===== config.mk =====
export PLATFORM = sky130hd
export DESIGN_NAME = divisor_seq
export DESIGN_NICKNAME = d
export VERILOG_FILES = /design/src/rtl/divisor_seq.sv
export SDC_FILE = /design/constraint.sdc
export NUM_CORES = 1
export LEC_CHECK = 0
export CORE_ASPECT_RATIO = 1.2
export CORE_MARGIN = 5
export CORE_UTILIZATION = 40
export CTS_BUF_LIST = sky130_fd_sc_hd__clkbuf_16
export DETAILED_ROUTE_END_ITERATION = 7
export SLEW_MARGIN = 5
export SYNTH_ARGS = -nofsm -noshare
export SYNTH_HDL_FRONTEND = slang
export SYNTH_SLANG_ARGS = --single-unit
export TNS_END_PERCENT = 100

===== constraint.sdc =====
create_clock -name clk -period 2.5 [get_ports clk]
set_input_delay 0.5 -clock clk [delete_from_list [all_inputs] [get_ports clk]]
set_output_delay 0.5 -clock clk [all_outputs]
set_load 0.02 [all_outputs]

===== src/rtl/divisor_seq.sv =====
// Sequential restoring divider: one quotient bit per clock, MSB first.
// Divide-by-zero bypasses the iteration and reports all-ones / dividend with div_zero set.
module divisor_seq #(
    parameter int WIDTH = 4
) (
    input  logic             clk,
    input  logic             rst_n,
    input  logic             start,
    input  logic [WIDTH-1:0] A,
    input  logic [WIDTH-1:0] B,
    output logic [WIDTH-1:0] quociente,
    output logic [WIDTH-1:0] resto,
    output logic             busy,
    output logic             done,
    output logic             div_zero
);

    localparam int CW = (WIDTH > 2) ? $clog2(WIDTH) : 1;

    typedef enum logic [1:0] {IDLE, CALC, DONE} state_t;

    state_t           state_q, state_d;
    logic [WIDTH-1:0] dividend_q, dividend_d;
    logic [WIDTH-1:0] divisor_q, divisor_d;
    logic [WIDTH-1:0] quo_q, quo_d;
    logic [WIDTH:0]   rem_q, rem_d;
    logic [CW-1:0]    cnt_q, cnt_d;
    logic [WIDTH-1:0] quociente_q, quociente_d;
    logic [WIDTH-1:0] resto_q, resto_d;
    logic             div_zero_q, div_zero_d;

    logic [WIDTH:0]   rem_shift;
    logic [WIDTH:0]   rem_next;
    logic             rem_ge;
    logic [WIDTH-1:0] quo_step;

    // Partial remainder is WIDTH+1 bits so the shifted value never overflows before the compare.
    assign rem_shift = {rem_q[WIDTH-1:0], dividend_q[cnt_q]};
    assign rem_ge    = (rem_shift >= {1'b0, divisor_q});
    assign rem_next  = rem_ge ? (rem_shift - {1'b0, divisor_q}) : rem_shift;

    always_comb begin
        quo_step        = quo_q;
        quo_step[cnt_q] = rem_ge;
    end

    always_comb begin
        state_d     = state_q;
        dividend_d  = dividend_q;
        divisor_d   = divisor_q;
        quo_d       = quo_q;
        rem_d       = rem_q;
        cnt_d       = cnt_q;
        quociente_d = quociente_q;
        resto_d     = resto_q;
        div_zero_d  = div_zero_q;
        case (state_q)
            IDLE: begin
                if (start) begin
                    dividend_d = A;
                    divisor_d  = B;
                    rem_d      = '0;
                    quo_d      = '0;
                    if (B == '0) begin
                        quociente_d = '1;
                        resto_d     = A;
                        div_zero_d  = 1'b1;
                        cnt_d       = '0;
                        state_d     = DONE;
                    end else begin
                        cnt_d      = CW'(WIDTH - 1);
                        div_zero_d = 1'b0;
                        state_d    = CALC;
                    end
                end
            end
            CALC: begin
                rem_d = rem_next;
                quo_d = quo_step;
                if (cnt_q == '0) begin
                    quociente_d = quo_step;
                    resto_d     = rem_next[WIDTH-1:0];
                    state_d     = DONE;
                end else begin
                    cnt_d = cnt_q - 1'b1;
                end
            end
            DONE: begin
                state_d = IDLE;
            end
            default: begin
                state_d = IDLE;
            end
        endcase
    end

    always_ff @(posedge clk or negedge rst_n) begin
        if (!rst_n) begin
            state_q     <= IDLE;
            dividend_q  <= '0;
            divisor_q   <= '0;
            quo_q       <= '0;
            rem_q       <= '0;
            cnt_q       <= '0;
            quociente_q <= '0;
            resto_q     <= '0;
            div_zero_q  <= 1'b0;
        end else begin
            state_q     <= state_d;
            dividend_q  <= dividend_d;
            divisor_q   <= divisor_d;
            quo_q       <= quo_d;
            rem_q       <= rem_d;
            cnt_q       <= cnt_d;
            quociente_q <= quociente_d;
            resto_q     <= resto_d;
            div_zero_q  <= div_zero_d;
        end
    end

    assign quociente = quociente_q;
    assign resto     = resto_q;
    assign div_zero  = div_zero_q;
    assign busy      = (state_q == CALC);
    assign done      = (state_q == DONE);

endmodule


After elaboration in Yosys (flattened, before gate mapping)
Index checks and enable logic that the tools add are counted.
- $add $sub $neg: 2
- $mul: 0
- divide/modulo/power cells: 0
- order comparisons: 3
- equal/unequal tests: 6
- shift-type cells: 0
- mux-type cells: 27
- bitwise logic cells: 0
- reduce and logical (&&, ||, !) cells: 10
- operator list (cell ; number):
    $mux W4 ; 9
    $pmux W4 S2 ; 4
    $mux W2 ; 6
    $pmux W2 S2 ; 2
    $ne A2 B2 Y1 const B ; 3
    $reduce_and A2 Y1 ; 3
    $ge A5 B4 Y1 ; 1
    $bwmux W4 ; 1
    $logic_not A2 Y1 ; 2
    $logic_not A4 Y1 ; 1
    $reduce_and A4 Y1 ; 1
    $sub A4 B4 Y4 ; 1
    $lt A2 B3 Y1 const B ; 1
    $mux W1 ; 3
    $reduce_and A3 Y1 ; 1
    $bmux W1 S2 ; 1
    $demux W1 S2 ; 1
    $eq A2 B1 Y1 const B ; 1
    $eq A2 B2 Y1 const B ; 1
    $ge A2 B1 Y1 const B ; 1
    $ne A2 B1 Y1 const B ; 1
    $reduce_bool A2 Y1 ; 1
    $sub A2 B1 Y2 const B ; 1
    $logic_and A1 B1 Y1 ; 1
- register bits: 29
- bits in latches: 0
- memory bits (writable): 0
- bits in read-only memories: 0
- input bits: 11
- output and inout bits: 11
- logic and storage cells: 57
- memories kept: 0

Longest topological paths before layout
- depth in word-level cells: 7
- gate-level depth with buffers: 8
- mapped depth without buffers: 8

Worst setup path before layout
OpenSTA, ideal clock, no wires.
- kind: reg2reg
- start: reg cnt_q[1]
- end: reg quociente_q[2] (netlist: quociente[2])
- setup time: 120 ps
- arrival: 1879 ps
- data required time: 2380 ps
- setup slack: 501 ps
- stages on the path, launching flop included: 9
- path buffers: 0
- clock period less this slack: 1999 ps
- cells stage by stage: dfrtp_1 > mux2i_1 > mux2_2 > ha_1 > nand2b_1 > a21bo_2 > nand2_1 > a21oi_1 > o22a_2
- cells in the longest elaborated chain, start to end: 7
- elaborated cells on any way between the ends: 14
- classes of those cells: order compare: 3; eq/ne: 1; mux: 7; reduce/logical: 3
- RTL lines (what ; RTL line ; text):
    start, declared ; 27 ; logic [CW-1:0] cnt_q, cnt_d;
    start signal, assigned ; 114 ; cnt_q <= cnt_d;
    branches (longest 7 deep; another with $ge A5 B4 Y1) ; n/a ;
    end signal, assigned ; 115 ; quociente_q <= quociente_d;
    end, declared ; 28 ; logic [WIDTH-1:0] quociente_q, quociente_d;
Parallel ways; which one is timed is not known. The select of a mux whose other input is x is not followed.
A chain may end at the register's enable or synchronous reset.

Final worst setup path
- start: reg state_q[1]
- end: out busy
- cells in the longest elaborated chain, start to end: 1
- RTL lines (what ; RTL line ; text):
    start, declared ; 22 ; state_t state_q, state_d;
    start signal, assigned ; 109 ; state_q <= state_d;
    $eq A2 B1 Y1 ; 124 ; assign busy = (state_q == CALC);
    end, declared ; 13 ; output logic busy,
Every way passes these cells.

==> impl_metrics.toml <==
[floorplan]
die_area_um2 = 5150
die_w_um = 66.3
ios = 22
die_h_um = 77.6
core_um2 = 3660
num_rows = 24
start_util = 0.416

[setup_path]
crit-reg2reg-capture = "resto[1]"
critPathKind = "reg2out"
worstSetupStartpointType = "flop"
cp_slowest_cell = "clkdlybuf4s50_1"
reg2reg_slack_ns = 0.22
rr_startpoint = "cnt_q[1]"
crit_chain = "or2b_4, inv_1, clkdlybuf4s50_1"
cpPeakStageDelay_ns = 0.61
reg2regPathDepth = 8
required_ns = 2.00
crit_path_end_kind = "output port"
crit_fanout = 8
arrival_ns = 1.78
cp_top_family = "buffers and inverters"
crit_buf_inv = 2

[layout]
fill_cells = 358
drive_gt1_frac = 0.164
nets = 198
most-common-layout-cells = "dfrtp_1 (28), clkdlybuf4s50_1 (21), nand2_1 (20)"
antennaDiodeCount = 0
syn_to_final_growth_pct = 26.0
final_common_cell = "dfrtp_1"

[logic_synthesis]
ys.warnings.count = 0
synthMuxAreaShare = 0.0641
netlist_top_cells_area = "dfrtp_1 (46%), ha_1 (6.6%), nand2_1 (4.9%), mux2_2 (4.4%), a21oi_1 (3.3%)"
synth_top_area_share = 0.460
synth_top_family_by_area = "simple AND/OR/NAND/NOR gates"
synth.distinct_cells = 37
synth_simple_gate_area_share = 0.185
synthArstFlopShare = 1.00
syn_area_um2 = 1520
yosysSeqAreaShare = 0.460
synth_compound_area_frac = 0.175
synth-xor-area-share = 0.00575
syn_avg_cell_area_um2 = 10.2
synthFlopType = "dfrtp_1"
synth_area_leader_cell = "dfrtp_1"
synthAdderAreaFrac = 0.0789
synth_nets = 170
synth_edf_count = 0
netlist_instances = 150
synth-seq-cells = 28

[cts]
clock_latency_ns = 0.26
cts_tree = "done"
cts.sinks = 28
h-tree-depth = 1
cts_root_buffer = "clkbuf_16"
cts_hold_buf = 0
clockBufferDepth = 2
numCtsBuffers = 3
cts_setup_buffers = 0
cts.clk_slew.worst_paths_ns = 0.07
cts_resized = 0

[route]
num_vias = 1222
routedWlPerCell_um = 15.0
dr.pass1.iters = 4
postRouteAntennaNets = 0
wirelength_um = 3440
via_per_inst = 5.34
route.detailed.drc = 0
dr.first_iter.drc_count = 46

[power_and_ir_drop]
powerDensity_nw_per_um2 = 1540
ir_drop_v = 0.000482
p_leak_nw = 0.848

[timing]
rsz0062_at_grt = "false"
tightest_slew_ns = 0.420
finClkSkew_ns = 0.00504
fin_crit_ns = 2.28
hold_viol_final = 0
report.final.slew_viol_count = 0
finalSetupViolations = 0
fin_tns_setup_ns = 0
max_freq_ghz = 0.439
whs_ns = 0.487
relSlewSlack = 0.719
period_share = 0.911

[grt]
grt_pass1_wl_um = 5830
antenna_found_initial = 0
track_usage = 0.144
grt_max_degree = 29
grt_pass1_vias = 1258
grt_overflow_total = 0

[placed_design]
io_buffer_count = 21
place.gp.congestion = 0.938
dp_hpwl_um = 2690

[run]
cap_violations = 0

[hold_path]
holdPathStages = 2
holdCritStartpoint = "div_zero"
min_path_type = "reg2reg"
min_to = "div_zero"

[outcome]
status = "completed"
power by group:
group | internal, mW | total, mW | switching, mW | leakage [nW]
Sequential | 0.667 | 0.823 | 0.155 | 0.337
Combinational | 0.751 | 1.65 | 0.903 | 0.460
Clock | 0.319 | 0.481 | 0.162 | 0.0511
kinds of logic (layout without fill, tap and decap cells):
group / count (synthesis) / count (layout)
AO/OA/AOI/OAI: 39 / 39
XOR/XNOR: 1 / 1
adder cells (fa/ha/maj): 9 / 9
buffers and inverters: 10 / 37
flip-flops: 28 / 28
multiplexers: 9 / 9
AND/OR/NAND/NOR: 54 / 54
worst max path at each step:
stage	startpoint	to	slack (ns)	depth (start not counted)
2_1_floorplan	cnt_q[1]	quociente[2]	0.50	8
3_5_place_dp	B[3]	resto[1]	0.19	6
4_1_cts	cnt_q[1]	resto[1]	0.22	8
6_report	state_q[1]	busy	0.22	3
5_1_grt	cnt_q[1]	resto[1]	0.08	8
3_3_place_gp	B[3]	resto[1]	0.18	6
worst reg2reg max path: stages (launching register included):
cell      delay (ns)
dfrtp_1         0.47
mux2i_1         0.16
mux2_2          0.29
ha_1            0.33
nand2b_1        0.18
a21boi_2        0.09
nor2_1          0.34
nand3_1         0.16
a31oi_1         0.18
layer usage:
| metal | track usage | vias to the layer above | wire length (µm) |
|---|---|---|---|
| li1 | - | 587 | - |
| met1 | 0.171 | 588 | 1430 |
| met2 | 0.248 | 38 | 1770 |
| met3 | 0.0318 | 9 | 161 |
| met4 | 0.0549 | 0 | 73 |
| met5 | 0 | - | 0 |
area by class of cell:
cell class              instances  area (µm²)  area share
multi-input cells             112         774       0.404
well taps                      52        65.1      0.0339
inverters                       7        26.3      0.0137
repair buffers                 26         248       0.129
flip-flops and latches         28         701       0.365
clock buffers                   3        75.1      0.0391
clock inverters                 1        30.0      0.0156
synth_stat cells, types with 2 or more instances:
library cell	n
mux2i_1	3
nand2_1	20
nor2b_1	2
o22a_2	4
a21boi_2	2
nor3_1	2
o31ai_1	4
a31oi_1	2
o22ai_1	2
buf_2	2
nand3_1	7
nor2_1	12
dfrtp_1	28
mux2_2	6
o21ai_0	9
a32o_1	2
ha_1	8
inv_1	7
a21oi_1	10
state kept, by name, summed over array words and instances, names as in the netlist:
| signal | cells |
|---|---|
| cnt_q | 2 |
| div_zero | 1 |
| dividend_q | 4 |
| divisor_q | 4 |
| quo_q | 3 |
| quociente | 4 |
| rem_q | 4 |
| resto | 4 |
| state_q | 2 |
per-stage QoR:
step	utilization	worst slack, ns	std cells	instance area (µm²)	power (mW)
floorplan	-	0.501	150	1520	1.97
global placement	0.495	0.182	225	1810	2.44
detailed placement	0.495	0.191	225	1810	2.48
CTS	0.524	0.223	229	1920	2.97
global route	0.524	0.0751	229	1920	3.19
finish	0.524	0.223	229	1920	2.96
Power figures use the tool's default switching activity.
